File: src/rtl/reg_group_ctrl_pkg.sv
// Shared definitions for the register-group micro-sequencer: opcodes, FSM
// state encoding and instruction field positions.
package reg_group_ctrl_pkg;

    // Opcode encodings in instr[7:6]
    localparam logic [1:0] OP_LDI = 2'b00;
    localparam logic [1:0] OP_MOV = 2'b01;
    localparam logic [1:0] OP_ADD = 2'b10;
    localparam logic [1:0] OP_SUB = 2'b11;

    // Instruction field bit positions
    localparam int unsigned OP_MSB   = 7;
    localparam int unsigned OP_LSB   = 6;
    localparam int unsigned RSVD_MSB = 5;
    localparam int unsigned RSVD_LSB = 4;
    localparam int unsigned DR_MSB   = 3;
    localparam int unsigned DR_LSB   = 2;
    localparam int unsigned SR_MSB   = 1;
    localparam int unsigned SR_LSB   = 0;

    typedef enum logic [1:0] {
        StIdle  = 2'd0,
        StRead  = 2'd1,
        StExec  = 2'd2,
        StWrite = 2'd3
    } state_e;

    function automatic logic [1:0] get_op(input logic [7:0] ins);
        return ins[OP_MSB:OP_LSB];
    endfunction

    function automatic logic [1:0] get_rsvd(input logic [7:0] ins);
        return ins[RSVD_MSB:RSVD_LSB];
    endfunction

    function automatic logic [1:0] get_dr(input logic [7:0] ins);
        return ins[DR_MSB:DR_LSB];
    endfunction

    function automatic logic [1:0] get_sr(input logic [7:0] ins);
        return ins[SR_MSB:SR_LSB];
    endfunction

endpackage

File: src/rtl/reg_group_ctrl_alu.sv
// Combinational register ALU: a is the destination operand, b the source.
// ADD carry is the sum's top bit; SUB carry is the borrow (a < b).
module reg_alu
    import reg_group_ctrl_pkg::*;
#(
    parameter int unsigned WIDTH = 8
) (
    input  logic [1:0]       op,
    input  logic [WIDTH-1:0] a,
    input  logic [WIDTH-1:0] b,
    output logic [WIDTH-1:0] result,
    output logic             carry
);

    logic [WIDTH:0] sum;
    logic [WIDTH:0] diff;

    assign sum  = {1'b0, a} + {1'b0, b};
    // Top bit of the extended difference is set exactly when a < b
    assign diff = {1'b0, a} - {1'b0, b};

    // Select result and flag by opcode; LDI/MOV pass the source through
    always_comb begin
        result = b;
        carry  = 1'b0;
        case (op)
            OP_ADD: begin
                result = sum[WIDTH-1:0];
                carry  = sum[WIDTH];
            end
            OP_SUB: begin
                result = diff[WIDTH-1:0];
                carry  = diff[WIDTH];
            end
            OP_LDI, OP_MOV: begin
                result = b;
                carry  = 1'b0;
            end
            default: begin
                result = b;
                carry  = 1'b0;
            end
        endcase
    end

endmodule

File: src/rtl/reg_group_ctrl.sv
// Micro-sequencer executing one register instruction at a time against the
// 4xWIDTH register group. Owns the only write path into the group.
module reg_group_ctrl
    import reg_group_ctrl_pkg::*;
#(
    parameter int unsigned WIDTH = 8
) (
    input  logic             clk,
    input  logic             rst_n,
    input  logic             instr_valid,
    input  logic [7:0]       instr,
    input  logic [WIDTH-1:0] imm,
    output logic             instr_ready,
    output logic             done,
    output logic             carry,
    output logic [1:0]       rg_sr,
    output logic [1:0]       rg_dr,
    output logic             rg_we,
    output logic [WIDTH-1:0] rg_i,
    input  logic [WIDTH-1:0] rg_s,
    input  logic [WIDTH-1:0] rg_d
);

    state_e           state_q;
    logic [1:0]       op_q;
    logic [WIDTH-1:0] result_q;
    logic             carry_res_q;
    logic [WIDTH-1:0] alu_result;
    logic             alu_carry;
    logic [1:0]       instr_op;
    logic             unused_rsvd;

    assign instr_op    = get_op(instr);
    // Reserved instruction bits carry no meaning
    assign unused_rsvd = ^get_rsvd(instr);

    // Ready only in IDLE and never while reset is held
    assign instr_ready = rst_n && (state_q == StIdle);

    reg_alu #(
        .WIDTH (WIDTH)
    ) u_alu (
        .op     (op_q),
        .a      (rg_d),
        .b      (rg_s),
        .result (alu_result),
        .carry  (alu_carry)
    );

    // Sequencer FSM with capture registers and registered outputs
    always_ff @(posedge clk or negedge rst_n) begin
        if (!rst_n) begin
            state_q     <= StIdle;
            op_q        <= OP_LDI;
            result_q    <= '0;
            carry_res_q <= 1'b0;
            carry       <= 1'b0;
            done        <= 1'b0;
            rg_sr       <= 2'd0;
            rg_dr       <= 2'd0;
            rg_we       <= 1'b0;
            rg_i        <= '0;
        end else begin
            done <= 1'b0;
            case (state_q)
                StIdle: begin
                    if (instr_valid) begin
                        op_q  <= instr_op;
                        rg_sr <= get_sr(instr);
                        rg_dr <= get_dr(instr);
                        if (instr_op == OP_LDI) begin
                            // LDI needs no operands: go straight to the write
                            result_q <= imm;
                            rg_i     <= imm;
                            rg_we    <= 1'b1;
                            state_q  <= StWrite;
                        end else begin
                            state_q <= StRead;
                        end
                    end
                end
                StRead: begin
                    // Selects have been stable for a cycle; sample the operands
                    result_q    <= alu_result;
                    carry_res_q <= alu_carry;
                    state_q     <= StExec;
                end
                StExec: begin
                    if (op_q == OP_ADD || op_q == OP_SUB) begin
                        carry <= carry_res_q;
                    end
                    rg_i    <= result_q;
                    rg_we   <= 1'b1;
                    state_q <= StWrite;
                end
                StWrite: begin
                    // Group commits on the falling edge inside this cycle
                    rg_we   <= 1'b0;
                    done    <= 1'b1;
                    state_q <= StIdle;
                end
                default: begin
                    rg_we   <= 1'b0;
                    state_q <= StIdle;
                end
            endcase
        end
    end

endmodule

File: config.mk
export PLATFORM = sky130hd
export DESIGN_NAME = reg_group_ctrl
export DESIGN_NICKNAME = d
export VERILOG_FILES = /design/src/rtl/reg_group_ctrl_pkg.sv /design/src/rtl/reg_group_ctrl_alu.sv /design/src/rtl/reg_group_ctrl.sv
export SDC_FILE = /design/constraint.sdc
export NUM_CORES = 1
export LEC_CHECK = 0
export BUFFER_PORTS_ARGS = -buffer_cell sky130_fd_sc_hd__buf_2
export CAP_MARGIN = 20
export CORE_UTILIZATION = 40
export CTS_BUF_LIST = sky130_fd_sc_hd__clkbuf_8
export CTS_CLUSTER_SIZE = 10
export DETAILED_ROUTE_END_ITERATION = 8
export PLACE_DENSITY = 0.6
export SYNTH_ARGS = -nofsm -noshare
export SYNTH_HDL_FRONTEND = slang
export SYNTH_SLANG_ARGS = --single-unit
File: constraint.sdc
create_clock -name clk -period 2.5 [get_ports clk]
set_input_delay 0.375 -clock clk [delete_from_list [all_inputs] [get_ports clk]]
set_output_delay 0.375 -clock clk [all_outputs]
set_load 0.02 [all_outputs]
==> results of run 1 <==
## report_power, final
| group | switching [W] | leakage [nW] | internal [W] | total (W) |
|---|---|---|---|---|
| sequential | 0.000149 | 0.337 | 0.000677 | 0.000826 |
| clock | 0.000143 | 0.0288 | 0.000141 | 0.000284 |
| combinational | 0.000878 | 0.878 | 0.000625 | 0.00150 |
## layout make-up
type / instances / area [um^2] / share of cell area
clock buffers: 4 / 55.05 / 0.02091
flip-flops and latches: 28 / 700.7 / 0.2662
well taps: 70 / 87.58 / 0.03327
repair buffers: 54 / 285.3 / 0.1084
inverters: 18 / 67.56 / 0.02567
multi-input cells: 198 / 1436 / 0.5456
## state kept, by name, summed over array words and instances, names as in the netlist
| register | cells |
|---|---|
| op_q | 2 |
| result_q | 8 |
| rg_we | 1 |
| carry | 1 |
| done | 1 |
| rg_dr | 2 |
| carry_res_q | 1 |
| rg_sr | 2 |
| rg_i | 8 |
| state_q | 2 |
## Yosys cell counts (5+ instances only)
cell type	count
inv_1	17
nand2_1	26
mux2i_1	18
clkbuf_1	6
ha_1	23
o21ai_0	18
dfrtp_1	28
nand2b_1	7
nor2b_1	5
mux2_2	10
a21oi_1	15
nor2_1	22
## stage by stage
| stage | hold slack, ns | total power [W] | area [um^2] |
|---|---|---|---|
| final | 0.1322 | 0.002613 | 2633 |
| after global routing | 0.1657 | 0.002849 | 2633 |
| after CTS | 0.1403 | 0.002640 | 2633 |
| after detailed placement | 0.4480 | 0.002352 | 2577 |
| after global placement | 0.4471 | 0.002326 | 2577 |
| after floorplan | 0.07941 | 0.001924 | 2258 |
## worst paths after layout
check,end,depth (start not counted)
worst max-delay path,result_q[6],8
worst min-delay path,result_q[1],2
worst max register to register,result_q[7],7
worst min register to register,rg_i[1],2
max in group asynchronous,rg_we,2
min in group clk,rg_sr[0],2
## routing by layer
layer | GRT usage | share of wire | vias up
met1 | 0.2557 | 0.49 | 938
li1 | - | - | 1003
met4 | 0.02830 | 0 | 0
met3 | 0.03214 | 0.042 | 0
met2 | 0.3133 | 0.47 | 44
met5 | 0 | 0 | -
## cell families (layout without fill, tap and decap cells)
kind of cell | Yosys count | after routing | synth area share
adders and majority gates | 25 | 25 | 0.1452
buffers and inverters | 29 | 76 | 0.05374
DFF | 28 | 28 | 0.3102
and+or+nand+nor | 82 | 82 | 0.1789
AOI/OAI and AO/OA | 61 | 61 | 0.1745
xor gates and xnor gates | 2 | 2 | 0.007758
muxes | 28 | 28 | 0.1296
==> flow_summary.json, run 1 <==
{
  "cp_cell_sequence": "buf_2 -> ha_1 -> fa_1 -> nand2b_1 -> a211oi_1 -> or3_1 -> a41oi_1 -> o311ai_0",
  "synthTopCellsByArea": "dfrtp_1, ha_1, mux2i_1, mux2_2, nand2_1",
  "fin_ws_ns": 0.4457,
  "coreArea_mm2": 0.005270,
  "clk_path_buf_depth": 2,
  "io_pins": 51,
  "layout_common_cells": "buf_2, dfrtp_1, nand2_1, ha_1, nor2_1",
  "antenna_cells": 0,
  "ctsHoldBuffers": 0,
  "skew_ns": 0.002541,
  "start_util": 0.4285,
  "stdcell_count": 372,
  "period_minus_slack_ns": 2.054,
  "post_cts_buffers": 0,
  "powerDensity_mw_per_mm2": 992.7,
  "mostFrequentLayoutCell": "buf_2",
  "hold_path_class": "in2async",
  "firstDrtPassIters": 4,
  "grt_max_degree": 29,
  "grt_usage": 0.1872,
  "finalHoldViolCount": 0,
  "path_max_fanout": 4,
  "via_per_inst": 5.336,
  "setup_viol": 0,
  "yosys.area.top_type_share": 0.3102,
  "grt_pass1_wl_mm": 9.073,
  "cp.arrival_ns": 2.22,
  "critPathTopFamily": "compound AO/OA/AOI/OAI gates",
  "maxCapViolCount": 0,
  "clk_latency_ns": 0.27,
  "synth_seq_area_share": 0.3102,
  "critPathLaunchType": "input pin",
  "rsz0062_at_grt": "false",
  "cts_resized": 0,
  "tns_ns": 0,
  "wl_mm": 5.287,
  "wire_per_inst_um": 14.21,
  "grt_pass1_vias": 1929,
  "tightest_slew_ns": 0.6148,
  "ys.flop_type": "dfrtp_1",
  "synth_top_area_cell": "dfrtp_1",
  "place.gp.congestion": 0.8101,
  "nets": 363,
  "overflow": 0,
  "root_buffer": "clkbuf_8",
  "drc": 0,
  "min_period_over_period": 0.8217,
  "dp_cells": 368,
  "synth_cells": 255,
  "cpMaxStageDelayCell": "fa_1",
  "synth-edff-count": 0,
  "cp_num_buf_inv": 1,
  "status": "finished clean",
  "critical_path.startpoint": "rg_s[0]",
  "post-place-ws_ns": 0.1761,
  "critPathKind": "in2reg",
  "clk_pin_slew_ns": 0.10,
  "critPathMaxStageDelay_ns": 0.39,
  "ys_types": 42,
  "worstPathRequired_ns": 2.67,
  "antenna_left": 0,
  "cts_tree": "built",
  "synth_area_mm2": 0.002258,
  "maxSlewViolCount": 0,
  "drtIter0Drc": 79,
  "utilization": 0.4995,
  "peakVddDrop_v": 0.0005728,
  "num_vias": 1985,
  "areaGrowthSynthToFinish_pct": 16.56,
  "rr_startpoint": "state_q[1]",
  "slew_headroom": 0.5902,
  "dieArea_mm2": 0.005951,
  "antenna_found_initial": 0,
  "fillers": 527,
  "synthArstFlopShare": 1.000,
  "layout-drive-gt1-share": 0.2450,
  "timing.fmax_ghz": 0.4868,
  "cts.htree.levels": 1,
  "syn_nets": 315,
  "synth-seq-cells": 28,
  "cts.sinks": 28,
  "cts_made_buffers": 3,
  "fp-row-count": 26,
  "avgSynthCellArea_um2": 8.857,
  "yosysWarnings": 0,
  "die_h_um": 77.14,
  "port_buffers": 48,
  "r2r_slack_ns": 0.55,
  "chipWidth_um": 77.14,
  "dp_hpwl_mm": 4.087,
  "p_leak_nw": 1.244,
  "end_kind": "flop"
}
(Power assumes the default switching activity.)
==> inputs of run 2 (changes only) <==
clock period = 1.89 ns   (was 2.5 ns; I/O delays follow)
==> flow_summary.json, run 2 (same netlist as run 1, synthesis figures left out) <==
{
  "fillers": 520,
  "cp_num_cells": 6,
  "timing.fmax_ghz": 0.5507,
  "multi_input_area_mm2": 0.001504,
  "grt_pass1_wl_mm": 9.266,
  "layout_common_cells": "buf_2, buf_4, dfrtp_1, nand2_1, nor2_1",
  "pwr-share-seq": 0.286,
  "busiest_layer": "met2",
  "nets": 395,
  "tightest_slew_ns": 0.4168,
  "critPathTopFamily": "simple AND/OR/NAND/NOR gates",
  "hold_ws_ns": 0.05609,
  "reg_top3": "result_q x8, rg_i x8",
  "worstReg2RegEnd": "result_q[7]",
  "io_pins": 51,
  "chipWidth_um": 77.14,
  "hold_path_class": "in2async",
  "place.gp.congestion": 0.8405,
  "maxSlewViolCount": 0,
  "wire_per_inst_um": 13.52,
  "r2r_slack_ns": 0.07,
  "use_met2": 0.3274,
  "die_h_um": 77.14,
  "cts_tree": "built",
  "areaGrowthSynthToFinish_pct": 29.58,
  "p_leak_nw": 1.404,
  "cts.htree.levels": 1,
  "powerDensity_mw_per_mm2": 1250,
  "coreArea_mm2": 0.005270,
  "seq_area_um2": 700.7,
  "p_int_w": 0.002063,
  "critPathMaxStageDelay_ns": 0.51,
  "antenna_left": 0,
  "antenna_found_initial": 0,
  "via_per_inst": 5.278,
  "firstDrtPassIters": 4,
  "slew_headroom": 0.7167,
  "clk_pin_slew_ns": 0.09,
  "root_buffer": "clkbuf_8",
  "clk_path_buf_depth": 2,
  "antenna_cells": 0,
  "status": "finished clean",
  "start_util": 0.4285,
  "setup_viol": 0,
  "met3_usage": 0.02857,
  "cpMaxStageDelayCell": "or4b_4",
  "period_minus_slack_ns": 1.816,
  "post_cts_buffers": 0,
  "num_vias": 2127,
  "cts_made_buffers": 3,
  "switching_share": 0.4361,
  "drc": 0,
  "port_buffers": 48,
  "ctsHoldBuffers": 0,
  "worstRegToRegCells": 6,
  "fp-row-count": 26,
  "grt_usage": 0.1921,
  "finalHoldViolCount": 0,
  "grt_pass1_vias": 2040,
  "mostFrequentLayoutCell": "buf_2",
  "critPathKind": "reg2reg",
  "cp_num_buf_inv": 0,
  "wl_mm": 5.450,
  "min_period_over_period": 0.9608,
  "overflow": 0,
  "path_max_fanout": 3,
  "cp.arrival_ns": 1.97,
  "drtIter0Drc": 143,
  "peakVddDrop_v": 0.0008011,
  "rr_startpoint": "state_q[0]",
  "rsz0062_at_grt": "true",
  "worstPathRequired_ns": 2.05,
  "end_kind": "flop",
  "cts_resized": 0,
  "dp_hpwl_mm": 4.397,
  "layout-drive-gt1-share": 0.3483,
  "use_met1": 0.2623,
  "maxCapViolCount": 0,
  "utilization": 0.5553,
  "cts.sinks": 28,
  "total_power_w": 0.003659,
  "dieArea_mm2": 0.005951,
  "tns_ns": 0,
  "clk_latency_ns": 0.27,
  "skew_ns": 0.003442,
  "grt_max_degree": 29,
  "p_sw_w": 0.001595,
  "cp_cell_sequence": "ha_2 -> or4b_4 -> o221ai_4 -> nor2_1 -> a31oi_1 -> o31ai_1",
  "critPathLaunchType": "flop",
  "share_comb_of_total_power": 0.628,
  "p_clk_frac": 0.086
}
run 2: cell count changes in the layout (fill, tap and decap cells not counted), moves of 2 or more:
cell and change:
ha_1 -2, ha_2 +2, fa_2 +2, buf_4 +32, fa_1 -2
run 2: cell type report:
cell class / instances / area share
clock buffer: 3 / 0.01411
inverter: 18 / 0.02309
multi-input combinational: 198 / 0.5139
sequential: 28 / 0.2394
tap: 70 / 0.02993
timing repair buffer: 86 / 0.1796
run 2: power by group through the flow:
| stage | clock network (W) | logic, W | registers (W) |
|---|---|---|---|
| 2_1_floorplan | 0 | 0.00133 | 0.00124 |
| 3_3_place_gp | 0 | 0.00223 | 0.00105 |
| 3_5_place_dp | 0 | 0.00226 | 0.00106 |
| 4_1_cts | 0.000328 | 0.00227 | 0.00105 |
| 5_1_grt | 0.000356 | 0.00256 | 0.00109 |
| 6_report | 0.000315 | 0.00230 | 0.00105 |
run 2: metal layers:
metal | up-vias | share of wire | wire, um
li1 | 1063 | - | -
met1 | 1006 | 0.46 | 2530
met2 | 54 | 0.48 | 2641
met3 | 4 | 0.043 | 234
met4 | 0 | 0.0079 | 43
met5 | - | 0 | 0
run 2: how the worst max path moves through the flow:
stage	start	endpoint	slack, ns
6_report	state_q[0]	result_q[7]	0.07
4_1_cts	state_q[0]	result_q[7]	0.004
3_5_place_dp	rg_s[0]	result_q[4]	-0.28
5_1_grt	rg_s[0]	result_q[4]	-0.02
2_1_floorplan	state_q[1]	result_q[7]	0.003
3_3_place_gp	rg_s[0]	result_q[4]	-0.24
run 2: metrics by stage:
stage          worst slack [ns]  std cells  cell area, um^2
4_1_cts                0.003874        403             2887
5_1_grt                -0.02461        403             2927
3_3_place_gp            -0.2359        400             2845
2_1_floorplan          0.002943        255             2287
3_5_place_dp            -0.2807        400             2845
6_report                0.07405        403             2927
